`config.mk`:
```
export PLATFORM = sky130hd
export DESIGN_NAME = uart_echo_ctrl_flat
export DESIGN_NICKNAME = d
export VERILOG_FILES = /design/src/rtl/uart_echo_pkg.sv /design/src/rtl/uart_echo_ctrl_if.sv /design/src/rtl/uart_echo_ctrl_byte_fifo.sv /design/src/rtl/uart_echo_ctrl.sv /design/src/flat_wrapper.sv
export SDC_FILE = /design/constraint.sdc
export NUM_CORES = 1
export LEC_CHECK = 0
export CORE_ASPECT_RATIO = 1.2
export CORE_UTILIZATION = 54
export CTS_CLUSTER_DIAMETER = 30
export DETAILED_ROUTE_END_ITERATION = 10
export PLACE_DENSITY = 0.72
export SETUP_SLACK_MARGIN = 0.3
export SLEW_MARGIN = 15
export SYNTH_ARGS = -nofsm -noshare
export SYNTH_HDL_FRONTEND = slang
export SYNTH_SLANG_ARGS = --single-unit
```
`constraint.sdc`:
```
create_clock -name clk -period 4.2 [get_ports clk]
set_clock_uncertainty 0.1 [all_clocks]
set_input_delay 0.84 -clock clk [delete_from_list [all_inputs] [get_ports clk]]
set_output_delay 0.84 -clock clk [all_outputs]
set_load 0.02 [all_outputs]
```
`src/rtl/uart_echo_pkg.sv`:
```
// Shared constants and helpers for the UART echo controller.
package uart_echo_pkg;

    // Forwarding modes as driven on the mode input.
    typedef enum logic [1:0] {
        MODE_ECHO  = 2'b00,
        MODE_UPPER = 2'b01,
        MODE_LINE  = 2'b10,
        MODE_MUTE  = 2'b11
    } mode_e;

    localparam logic [7:0] CHAR_CR  = 8'h0D;
    localparam logic [7:0] CHAR_LA  = 8'h61;
    localparam logic [7:0] CHAR_LZ  = 8'h7A;
    localparam logic [7:0] CASE_OFS = 8'h20;

    // Lower-case ASCII letters map to upper case; every other byte passes through.
    function automatic logic [7:0] to_upper(logic [7:0] b);
        if (b >= CHAR_LA && b <= CHAR_LZ) begin
            return b - CASE_OFS;
        end
        return b;
    endfunction

endpackage

```
`src/rtl/uart_echo_ctrl_if.sv`:
```
// Byte handshake between uart_rx / uart_tx and the echo controller.
interface uart_echo_ctrl_if;

    logic [7:0] rx_data;
    logic       rx_ready;
    logic       rx_clear;
    logic [7:0] tx_data;
    logic       tx_start;
    logic       tx_avai;

    // Controller side.
    modport master (
        input  rx_data,
        input  rx_ready,
        input  tx_avai,
        output rx_clear,
        output tx_data,
        output tx_start
    );

    // UART side.
    modport slave (
        output rx_data,
        output rx_ready,
        output tx_avai,
        input  rx_clear,
        input  tx_data,
        input  tx_start
    );

endinterface

```
`src/rtl/uart_echo_ctrl_byte_fifo.sv`:
```
// First-word fall-through byte FIFO; DEPTH must be a power of two.
// A push while full is accepted when a pop happens in the same cycle.
module byte_fifo #(
    parameter int unsigned DEPTH = 16,
    parameter int unsigned WIDTH = 8
) (
    input  logic                     clk,
    input  logic                     rst,
    input  logic                     push,
    input  logic                     pop,
    input  logic                     flush,
    input  logic [WIDTH-1:0]         din,
    output logic [WIDTH-1:0]         dout,
    output logic [$clog2(DEPTH):0]   level
);

    localparam int unsigned AW = $clog2(DEPTH);
    localparam logic [AW:0]   LVL_FULL = (AW + 1)'(DEPTH);
    localparam logic [AW:0]   LVL_ONE  = 1;
    localparam logic [AW-1:0] PTR_ONE  = 1;

    logic [WIDTH-1:0] mem_q [DEPTH];
    logic [AW-1:0]    wr_ptr_q;
    logic [AW-1:0]    rd_ptr_q;
    logic [AW:0]      level_q;
    logic             do_push;
    logic             do_pop;

    // Qualify requests so the FIFO can never underflow or overwrite a live entry.
    always_comb begin
        do_pop  = pop & (level_q != '0);
        do_push = push & ((level_q != LVL_FULL) | do_pop);
    end

    // Pointer and occupancy bookkeeping; pointers wrap naturally at DEPTH.
    always_ff @(posedge clk) begin
        if (rst || flush) begin
            wr_ptr_q <= '0;
            rd_ptr_q <= '0;
            level_q  <= '0;
        end else begin
            if (do_push) begin
                wr_ptr_q <= wr_ptr_q + PTR_ONE;
            end
            if (do_pop) begin
                rd_ptr_q <= rd_ptr_q + PTR_ONE;
            end
            unique case ({do_push, do_pop})
                2'b10:   level_q <= level_q + LVL_ONE;
                2'b01:   level_q <= level_q - LVL_ONE;
                default: level_q <= level_q;
            endcase
        end
    end

    // Storage array, written without reset.
    always_ff @(posedge clk) begin
        if (do_push && !flush && !rst) begin
            mem_q[wr_ptr_q] <= din;
        end
    end

    assign dout  = mem_q[rd_ptr_q];
    assign level = level_q;

endmodule

```
`src/rtl/uart_echo_ctrl.sv`:
```
// UART echo controller: buffers bytes from uart_rx and forwards them to
// uart_tx in echo, upper-case, line-buffered or mute mode, with status for
// the board displays.
module uart_echo_ctrl
    import uart_echo_pkg::*;
#(
    parameter int unsigned DEPTH = 16,
    parameter int unsigned CNT_W = 8
) (
    input  logic                   clk,
    input  logic                   rst,
    input  logic                   en,
    input  logic [1:0]             mode,
    uart_echo_ctrl_if.master       uart,
    output logic [CNT_W-1:0]       rx_count,
    output logic [CNT_W-1:0]       tx_count,
    output logic [$clog2(DEPTH):0] level,
    output logic                   overflow,
    output logic                   busy
);

    localparam int unsigned LW = $clog2(DEPTH) + 1;
    localparam logic [LW-1:0]    LVL_FULL = LW'(DEPTH);
    localparam logic [LW-1:0]    LVL_ONE  = 1;
    localparam logic [CNT_W-1:0] CNT_ONE  = 1;

    mode_e           mode_s;
    logic            ingest;
    logic            push_req;
    logic            push;
    logic            pop;
    logic            drop;
    logic            tx_go;
    logic            fifo_clr;
    logic [7:0]      store_byte;
    logic [7:0]      fifo_dout;
    logic [LW-1:0]   fifo_level;
    logic [LW-1:0]   level_nxt;
    logic            flush_q;
    logic            overflow_q;
    logic [CNT_W-1:0] rx_count_q;
    logic [CNT_W-1:0] tx_count_q;

    assign mode_s   = mode_e'(mode);
    assign fifo_clr = ~en;

    // Handshake decode: what is consumed, stored, dropped and sent this cycle.
    always_comb begin
        ingest     = ~rst & en & uart.rx_ready;
        push_req   = ingest & (mode_s != MODE_MUTE);
        tx_go      = ~rst & en & (fifo_level != '0) & ((mode_s != MODE_LINE) | flush_q);
        pop        = tx_go & uart.tx_avai;
        push       = push_req & ((fifo_level != LVL_FULL) | pop);
        drop       = push_req & ~push;
        store_byte = (mode_s == MODE_UPPER) ? to_upper(uart.rx_data) : uart.rx_data;
    end

    // Occupancy after this edge, used to steer the line flush flag.
    always_comb begin
        level_nxt = fifo_level;
        if (push && !pop) begin
            level_nxt = fifo_level + LVL_ONE;
        end else if (!push && pop) begin
            level_nxt = fifo_level - LVL_ONE;
        end
    end

    byte_fifo #(
        .DEPTH (DEPTH),
        .WIDTH (8)
    ) u_fifo (
        .clk   (clk),
        .rst   (rst),
        .push  (push),
        .pop   (pop),
        .flush (fifo_clr),
        .din   (store_byte),
        .dout  (fifo_dout),
        .level (fifo_level)
    );

    // Line flush: opens on CR or a full FIFO, closes once drained; set wins.
    always_ff @(posedge clk) begin
        if (rst || !en) begin
            flush_q <= 1'b0;
        end else if ((push && store_byte == CHAR_CR) || level_nxt == LVL_FULL) begin
            flush_q <= 1'b1;
        end else if (level_nxt == '0) begin
            flush_q <= 1'b0;
        end
    end

    // Sticky overflow, cleared only by reset or disable.
    always_ff @(posedge clk) begin
        if (rst || !en) begin
            overflow_q <= 1'b0;
        end else if (drop) begin
            overflow_q <= 1'b1;
        end
    end

    // Wrapping byte counters; they hold while disabled.
    always_ff @(posedge clk) begin
        if (rst) begin
            rx_count_q <= '0;
            tx_count_q <= '0;
        end else begin
            if (ingest) begin
                rx_count_q <= rx_count_q + CNT_ONE;
            end
            if (pop) begin
                tx_count_q <= tx_count_q + CNT_ONE;
            end
        end
    end

    // A stale uart_rx byte is discarded during reset and while disabled.
    assign uart.rx_clear = rst | ~en | uart.rx_ready;
    assign uart.tx_start = tx_go;
    assign uart.tx_data  = fifo_dout;

    assign rx_count = rx_count_q;
    assign tx_count = tx_count_q;
    assign level    = fifo_level;
    assign overflow = overflow_q;
    assign busy     = (fifo_level != '0);

endmodule

```
`src/flat_wrapper.sv`:
```
// flat-port wrapper written by rule: the top's interface ports become plain ports
module uart_echo_ctrl_flat import uart_echo_pkg::*;
#(
    parameter int unsigned DEPTH = 16,
    parameter int unsigned CNT_W = 8
)
  (clk, rst, en, mode, rx_count, tx_count, level, overflow, busy, uart_rx_data, uart_rx_ready, uart_tx_avai, uart_rx_clear, uart_tx_data, uart_tx_start);
  uart_echo_ctrl_if uart_i ();
  input  logic clk;
  input  logic rst;
  input  logic en;
  input  logic [1:0] mode;
  output logic [CNT_W-1:0] rx_count;
  output logic [CNT_W-1:0] tx_count;
  output logic [$clog2(DEPTH):0] level;
  output logic overflow;
  output logic busy;
  input wire logic [$bits(uart_i.rx_data)-1:0] uart_rx_data;
  input wire logic [$bits(uart_i.rx_ready)-1:0] uart_rx_ready;
  input wire logic [$bits(uart_i.tx_avai)-1:0] uart_tx_avai;
  output wire logic [$bits(uart_i.rx_clear)-1:0] uart_rx_clear;
  output wire logic [$bits(uart_i.tx_data)-1:0] uart_tx_data;
  output wire logic [$bits(uart_i.tx_start)-1:0] uart_tx_start;
  assign uart_i.rx_data = uart_rx_data;
  assign uart_i.rx_ready = uart_rx_ready;
  assign uart_i.tx_avai = uart_tx_avai;
  assign uart_rx_clear = uart_i.rx_clear;
  assign uart_tx_data = uart_i.tx_data;
  assign uart_tx_start = uart_i.tx_start;
  uart_echo_ctrl #(.DEPTH(DEPTH), .CNT_W(CNT_W)) u_core (.clk(clk), .rst(rst), .en(en), .mode(mode), .uart(uart_i), .rx_count(rx_count), .tx_count(tx_count), .level(level), .overflow(overflow), .busy(busy));
endmodule
```
* After elaboration in Yosys (flattened, before gate mapping) *
Memory sizes are Yosys's and may differ from the RTL's. A register that Yosys moved wholly into a read port is not among the register bits.
Cells that the tools add are included.

word-level totals
  output and inout bits = 33
  memories kept = 1
  bits in writable memories = 128
  register bits = 31

operators by class
  $add $sub $neg = 7
  mux-type cells = 13
  bitwise operators = 18
  reduce and logical (&&, ||, !) cells = 17
  equal/unequal tests = 8
  $lt $le $gt $ge = 2

memory list
  name                 words  bits a word  rd ports  clocked after memory_dff  write ports  line                            text
  u_core.u_fifo.mem_q  16     8            1         1                         1            uart_echo_ctrl_byte_fifo.sv:22  logic [WIDTH-1:0] mem_q [DEPTH];

operator list
  cell                   count
  $mux W8                3
  $add A8 B1 Y8 const B  2
  $and A1 B1 Y1          10
  $mux W5                2
  $pmux W5 S2            1
  $add A4 B1 Y4 const B  2
  $eq A8 B4 Y1 const B   1
  $ge A8 B7 Y1 const B   1
  $le A8 B7 Y1 const B   1
  $mux W4                2
  $sub A8 B6 Y8 const B  1
  $logic_and A1 B1 Y1    6
  $add A5 B1 Y5 const B  1
  $eq A5 B5 Y1 const B   1
  $logic_not A5 Y1       1
  $mux W1                5
  $ne A5 B5 Y1 const B   1
  $or A1 B1 Y1           5
  $reduce_bool A5 Y1     1
  $sub A5 B1 Y5 const B  1
  $eq A2 B1 Y1 const B   2
  $logic_not A1 Y1       4
  $ne A2 B2 Y1 const B   2
  $reduce_bool A2 Y1     2
  other kinds (3)        7

* Depth between registers and ports, before layout *
Gate-level depths: netlist of the first run.

  depth after elaboration = 14
  depth in mapped cells = 12
  mapped depth without buffers = 12

* Modules after synthesis *
Synthesis of the first run repeated with hierarchy kept, for this count alone.

unflattened totals
  cells, all modules = 459
  area total of the unflattened synthesis = 6979.2 µm²

by module, submodules not included
  module          sequential area each (µm²)  cells each  area an instance (µm²)  times used
  byte_fifo       4184.0                      320         5829.3                  1
  uart_echo_ctrl  360.3                       139         1149.9                  1

* Least setup slack after synthesis of the first run *
OpenSTA, ideal clock, no wires.

  kind = input-to-reg
  start = input port mode[0]
  end = register u_core.u_fifo.level_q[3] (netlist: u_core.u_fifo.level[3])
  arrival = 2866 ps
  setup slack = 1106 ps
  cell stages on the path = 9
  required time = 3972 ps
  buffers on the path = 0
  cell sequence = or3b_2 -> nand4_4 -> a21oi_2 -> inv_1 -> ha_1 -> or4b_2 -> a21oi_1 -> xnor2_1 -> nor2_1

on the way
  cells in the longest elaborated chain, start to end = 9
  elaborated cells between the ends (all ways) = 15
  classes of those cells = 4 x eq/ne; 1 x mux; 9 x bitwise; 1 x reduce/logical

ends and longest elaborated chain
  element                                            line                                                  text
  start: declaration                                 flat_wrapper.sv:12                                    input logic [1:0] mode;
  $ne A2 B2 Y1                                       uart_echo_ctrl.sv:51                                  tx_go = ~rst & en & (fifo_level != '0) & ((mode_s != MODE_LINE) | flush_q);
  $or A1 B1 Y1                                       uart_echo_ctrl.sv:51
  $and A1 B1 Y1                                      uart_echo_ctrl.sv:51
  $and A1 B1 Y1                                      uart_echo_ctrl.sv:52                                  pop = tx_go & uart.tx_avai;
  $or A1 B1 Y1 or $and A1 B1 Y1 (tied branches)      uart_echo_ctrl.sv:53, uart_echo_ctrl_byte_fifo.sv:31
  $and A1 B1 Y1 or $or A1 B1 Y1 (tied branches)      uart_echo_ctrl.sv:53, uart_echo_ctrl_byte_fifo.sv:32
  $and A1 B1 Y1                                      uart_echo_ctrl_byte_fifo.sv:32                        do_push = push & ((level_q != LVL_FULL) | do_pop);
  $eq A2 B1 Y1 or $eq A2 B2 Y1 (tied branches)       uart_echo_ctrl_byte_fifo.sv:48                        unique case ({do_push, do_pop})
  $pmux W5 S2 or $reduce_bool A2 Y1 (tied branches)  -
  end signal: assignment                             uart_echo_ctrl_byte_fifo.sv:49                        2'b10: level_q <= level_q + LVL_ONE;
  end signal: assignment                             uart_echo_ctrl_byte_fifo.sv:50                        2'b01: level_q <= level_q - LVL_ONE;
  end signal: assignment                             uart_echo_ctrl_byte_fifo.sv:51                        default: level_q <= level_q;
  end: declaration                                   uart_echo_ctrl_byte_fifo.sv:25                        logic [AW:0] level_q;

Parallel ways exist; a longest one is shown, timed or not.
A chain may end at the register's enable or synchronous reset.

==> results.py, run 1 <==
metrics = {
    "die": {
        "die_x_um": 104,
        "start_util_pct": 55.5,
        "die_area_um2": 12900,
        "pin_count": 48,
        "rows": 44,
        "fp.dieH_um": 124,
        "coreArea_um2": 12100,
    },
    "yosys": {
        "syn_area_per_cell_um2": 16.5,
        "yosys.area.top_type": "edfxtp_1",
        "synth_cell_type_count": 46,
        "synth_area_um2": 6720,
        "async_flop_share_pct": 0,
        "synth-seq-cells": 163,
        "synth.area.top_cells": "edfxtp_1 57%, mux4_2 13%, dfxtp_1 10%",
        "syn-num-nets": 434,
        "synth-edff-count": 128,
        "synth_ff_type": "edfxtp_1",
        "yosys.area.top_type_share_pct": 57.2,
        "ys_seq_area_share_pct": 67.6,
        "yosysWarningCount": 0,
        "synth_cells": 407,
    },
    "grt": {
        "grt_overflow": 0,
        "grtUsageTotal_pct": 22.9,
        "grt_pass1_vias": 3902,
        "grt_pass1_wl_um": 21600,
        "antenna_found_initial": 0,
        "grt_max_degree": 33,
    },
    "final_layout": {
        "drive_above_1_share_pct": 21.7,
        "n_antenna_cell": 0,
        "fillCellCount": 817,
        "nNetsFinal": 506,
        "syn2layout_area_growth_pct": 20.8,
        "design_area_um2": 8120,
    },
    "detailed_routing": {
        "drcViolationCount": 0,
        "wl_per_cell_um": 20.8,
        "drt_iter0_markers": 216,
        "vias": 3684,
        "firstDrtPassIters": 5,
        "ant_nets": 0,
        "via_per_inst": 5.64,
        "routed_wl_um": 13600,
    },
    "cts": {
        "h-tree-depth": 4,
        "clockRootBuffer": "clkbuf_16",
        "clk_latency_ns": 0.42,
        "clockBufferDepth": 2,
        "cts_tree": "built",
        "path_clk_slew_ns": 0.06,
        "cts.sinks": 163,
        "postCtsSetupBuffers": 0,
        "cts-hold-fix-buffers": 0,
        "cts_buffers": 17,
    },
    "setup_path": {
        "reg2reg_slack_ns": 1.05,
        "crit_end": "uart_tx_data[5]",
        "ff2ff_path_depth": 10,
        "critical_path.max_fanout": 13,
        "startpoint_type": "register",
        "r2r_start": "u_core.u_fifo.level[0]$_SDFFE_PP0P_",
        "setup.worst_path.class": "reg -> out",
        "r2r_end": "u_core.u_fifo.level[3]$_SDFFE_PP0P_",
        "cp-end-kind": "output pin",
        "worstPathRequired_ns": 3.26,
        "worstPathArrival_ns": 2.74,
    },
    "timing": {
        "fin_setup_tns_ns": 0,
        "fmax_mhz": 272,
        "rsz0062_at_grt": "false",
        "max_slew_margin_pct": 48.9,
        "fin_ws_ns": 0.522,
        "finalSetupViolCount": 0,
        "hold_viol": 0,
        "worstMarginPinSlew_ns": 0.766,
        "slew_viol_final": 0,
        "period_minus_slack_ns": 3.68,
        "fin_crit_sh_pct": 87.6,
    },
    "placed_design": {
        "dp_slack_ns": 0.440,
        "dp_hpwl_um": 8740,
        "port_buffers": 47,
        "place_area_um2": 7510,
        "gp_congestion": 0.807,
    },
    "power_and_ir_drop": {
        "power_density_nw_per_um2": 416,
        "leakagePower_nw": 2.67,
        "peakVddDrop_uv": 242,
        "power.total_mw": 3.38,
    },
    "job": {
        "maxCapViolCount": 0,
    },
    "outcome": {
        "outcome": "complete, no violations",
    },
    "worst_hold_path": {
        "hold_path.class": "reg -> reg",
    },
}
[worst max-delay path, cell delays in order, from the launching register on]
cell             delay (ns)
dfxtp_4                0.51
buf_12                 0.21
mux4_2                 0.52
mux4_2                 0.51
clkdlybuf4s50_1        0.56
[final cells by class]
| cell class | count | area [um2] | share of cell area, % |
|---|---|---|---|
| flip-flops and latches | 163 | 4550 | 56.0 |
| repair buffers | 72 | 683 | 8.41 |
| well taps | 161 | 201 | 2.48 |
| multi-input cells | 216 | 2050 | 25.2 |
| inverters | 9 | 33.8 | 0.416 |
| clock inverters | 8 | 57.6 | 0.709 |
| clock buffers | 24 | 548 | 6.75 |
[worst min-delay path by stage]
| stage | start | end | depth (start not counted) |
|---|---|---|---|
| after floorplan | u_core.u_fifo.rd_ptr_q[1]$_SDFFE_PP0N_ | register | 2 |
| after global placement | u_core.overflow$_SDFFE_PP0P_ | u_core.overflow$_SDFFE_PP0P_ | 2 |
| after detailed placement | u_core.overflow$_SDFFE_PP0P_ | u_core.overflow$_SDFFE_PP0P_ | 2 |
| after CTS | u_core.overflow$_SDFFE_PP0P_ | u_core.overflow$_SDFFE_PP0P_ | 2 |
| after global routing | u_core.overflow$_SDFFE_PP0P_ | u_core.overflow$_SDFFE_PP0P_ | 2 |
| final | u_core.overflow$_SDFFE_PP0P_ | u_core.overflow$_SDFFE_PP0P_ | 2 |
[registers in the layout, indices dropped and copies added, names as in the netlist, named ones only]
register and count:
u_core.tx_count 8, u_core.u_fifo.rd_ptr_q 4, u_core.overflow 1, u_core.u_fifo.level 5, u_core.u_fifo.wr_ptr_q 4, u_core.u_fifo.mem_q 128, u_core.rx_count 8, u_core.flush_q 1
[power by group]
part	internal, mW	leakage [nW]	switching (mW)
Combinational	0.0402	0.933	0.0559
Clock	0.920	0.305	0.615
Sequential	1.74	1.43	0.00326
Total	2.70	2.67	0.674
[cell usage after synthesis, types with 2 or more instances]
master    number
nor3_1         7
xor2_1        17
a31oi_1        3
inv_1          8
mux2i_1        3
and3_1         3
dfxtp_1       35
nand4b_1       2
nand4_1        7
buf_2          4
nand3b_1       3
buf_1          2
clkbuf_1      10
buf_6          3
xnor2_1       10
mux4_2        40
a21o_1         2
nand2b_1       4
edfxtp_1     128
a21oi_1        7
nand3_1        8
ha_1          12
o21ai_0        2
nor2_1        49
a211oi_1       3
nand2_1       15
[through the flow]
step | hold slack [ns] | instances | utilization (%)
2_1_floorplan | 0.368 | 407 | -
3_3_place_gp | 0.380 | 621 | 62.0
3_5_place_dp | 0.368 | 621 | 62.0
4_1_cts | 0.390 | 653 | 67.0
5_1_grt | 0.410 | 653 | 67.1
6_report | 0.397 | 653 | 67.1
[cell families after synthesis]
kind of cell	Yosys count	synth area share, %
fa+ha+maj	12	2.23
flops	163	67.6
simple gates	112	8.60
mux	43	13.8
xor+xnor	27	3.52
compound gates	22	2.25
buf+inv	28	1.97
[layout by cell type (no fill, tap or decap), drive strengths merged, types with 16 or more instances in the layout]
master,netlist,routed
clkbuf,10,24
clkdlybuf4s50,0,47
xor2,17,17
nor2,49,49
dfxtp,35,35
nand2,16,16
edfxtp,128,128
buf,9,25
mux4,40,40
[per-layer routing]
metal / track usage (%) / up-vias / part of all wire, %
li1: - / 1711 / -
met1: 27.4 / 1861 / 40
met2: 40.5 / 99 / 55
met3: 5.93 / 13 / 3.9
met4: 7.31 / 0 / 1.4
met5: 0 / - / 0
[repair_timing]
action | CTS | global route
gates resized for setup | 0 | 1
endpoints found under the setup margin | 0 | 4
endpoints found under the hold margin | 0 | 0
(Power assumes the default switching activity.)
==> run 2, diff against run 1 <==
- CORE_MARGIN: unset -> 5
- SKIP_CTS_REPAIR_TIMING: unset -> 1
==> results.py, run 2 (synthesis results as in run 1) <==
metrics = {
    "outcome": {
        "outcome": "complete, no violations",
    },
    "setup_path": {
        "critical_path.max_fanout": 21,
        "startpoint_type": "register",
        "cp-end-kind": "output pin",
        "crit_top_cell": "mux4_2",
        "worstPathRequired_ns": 3.26,
        "cp_slowest_cell": "clkdlybuf4s50_1",
        "critPathBufInv": 2,
        "worstPathArrival_ns": 2.76,
        "crit_family": "multiplexers",
        "critPathMaxStageDelay_ns": 0.58,
        "setup.worst_path.class": "reg -> out",
        "crit_chain": "buf_4 -> mux4_2 -> mux4_2 -> clkdlybuf4s50_1",
    },
    "die": {
        "rows": 44,
        "coreArea_um2": 12200,
        "die_x_um": 112,
        "die_area_um2": 14800,
        "pin_count": 48,
        "start_util_pct": 55.3,
        "fp.dieH_um": 132,
    },
    "timing": {
        "hold_viol": 0,
        "rsz0062_at_grt": "false",
        "worstMarginPinSlew_ns": 0.706,
        "fin_setup_tns_ns": 0,
        "fin_ws_ns": 0.505,
        "max_slew_margin_pct": 52.3,
        "period_minus_slack_ns": 3.70,
        "slew_viol_final": 0,
        "finalSetupViolCount": 0,
        "fmax_mhz": 271,
        "whs_ns": 0.402,
        "fin_crit_sh_pct": 88.0,
    },
    "cts": {
        "clockBufferDepth": 2,
        "cts.sinks": 163,
        "cts_tree": "built",
        "clk_latency_ns": 0.42,
        "path_clk_slew_ns": 0.06,
        "cts_buffers": 17,
        "h-tree-depth": 4,
        "clockRootBuffer": "clkbuf_16",
    },
    "power_and_ir_drop": {
        "seq_power_share_pct": 52.5,
        "swShare_pct": 20.1,
        "peakVddDrop_uv": 245,
        "p_clk_share_pct": 44.6,
        "leakagePower_nw": 2.63,
        "p_int_mw": 2.65,
        "comb_power_share_pct": 2.9,
        "p_switching_mw": 0.669,
        "power_density_nw_per_um2": 412,
    },
    "grt": {
        "grt_max_degree": 33,
        "grtUsageTotal_pct": 19.6,
        "antenna_found_initial": 1,
        "grt_pass1_wl_um": 21800,
        "grt_overflow": 0,
        "grt_pass1_vias": 3933,
    },
    "final_layout": {
        "syn2layout_area_growth_pct": 19.9,
        "nNetsFinal": 507,
        "largest_reg_flops": 128,
        "final_cell_mix": "128 x edfxtp_1, 49 x nor2_1, 47 x clkdlybuf4s50_1",
        "n_antenna_cell": 0,
        "drive_above_1_share_pct": 21.1,
        "regMostFlops": "u_core.u_fifo.mem_q",
        "fin_cells": 654,
        "layout_commonest_cell": "edfxtp_1",
        "fillCellCount": 834,
    },
    "detailed_routing": {
        "drt_iter0_markers": 267,
        "firstDrtPassIters": 5,
        "wl_met3_um": 696,
        "routed_wl_um": 13500,
        "ant_nets": 0,
        "vias": 3694,
        "wirelength_met1_um": 5430,
        "wl_met2_um": 7080,
        "top_layer": "met5",
        "drcViolationCount": 0,
        "wl_per_cell_um": 20.6,
        "via_per_inst": 5.65,
    },
    "placed_design": {
        "dp_hpwl_um": 8780,
        "dp_cells": 622,
        "port_buffers": 47,
        "dp_slack_ns": 0.449,
        "gp_congestion": 0.834,
    },
    "worst_hold_path": {
        "hold_path.class": "reg -> reg",
    },
    "job": {
        "maxCapViolCount": 0,
    },
}
-- run 2: worst min-delay path, cell delays in order, from the launching register on --
cell	delay, ns
dfxtp_1	0.34
a31oi_1	0.05
nor2_1	0.07
-- run 2: routing by layer --
layer	vias up	global-route usage, %
li1	1715	-
met1	1858	24.3
met2	103	33.1
met3	16	5.46
met4	2	7.10
met5	-	0
-- run 2: area by class of cell --
class | instances | area, um2 | share of cell area (%)
clock inverter | 13 | 134 | 1.66
multi-input combinational | 216 | 2050 | 25.4
sequential | 163 | 4550 | 56.4
tap | 161 | 201 | 2.50
clock buffer | 19 | 433 | 5.37
inverter | 9 | 33.8 | 0.419
timing repair buffer | 73 | 666 | 8.25
-- run 2: power groups by stage --
stage | clock network, mW | logic [mW] | registers (mW)
after floorplan | 0 | 0.0435 | 1.78
after global placement | 0 | 0.0930 | 1.78
after detailed placement | 0 | 0.0960 | 1.78
after CTS | 1.51 | 0.0965 | 1.74
after global routing | 1.59 | 0.105 | 1.74
final | 1.48 | 0.0959 | 1.74
-- run 2: worst paths after layout --
path                                                           from                                  end  slack, ns  depth (start not counted)
worst max-delay path                                       register                      uart_tx_data[5]       0.50                          4
worst min-delay path                   u_core.overflow$_SDFFE_PP0P_         u_core.overflow$_SDFFE_PP0P_       0.40                          2
worst max register to register  u_core.u_fifo.level[0]$_SDFFE_PP0P_  u_core.u_fifo.level[3]$_SDFFE_PP0P_       1.04                         10
worst min register to register         u_core.overflow$_SDFFE_PP0P_         u_core.overflow$_SDFFE_PP0P_       0.40                          2
-- run 2: stage by stage --
| stage | area, um2 | utilization (%) | power [mW] |
|---|---|---|---|
| after global placement | 7490 | 61.6 | 1.87 |
| after CTS | 8060 | 66.2 | 3.35 |
| after global routing | 8060 | 66.3 | 3.44 |
| after floorplan | 6720 | - | 1.82 |
| after detailed placement | 7490 | 61.6 | 1.88 |
| final | 8060 | 66.3 | 3.32 |
==> run 3, diff against run 2 <==
- SKIP_LAST_GASP: unset -> 1
==> results of run 3 <==
The final DEF is identical to that of run 2; final timing and power are the same.
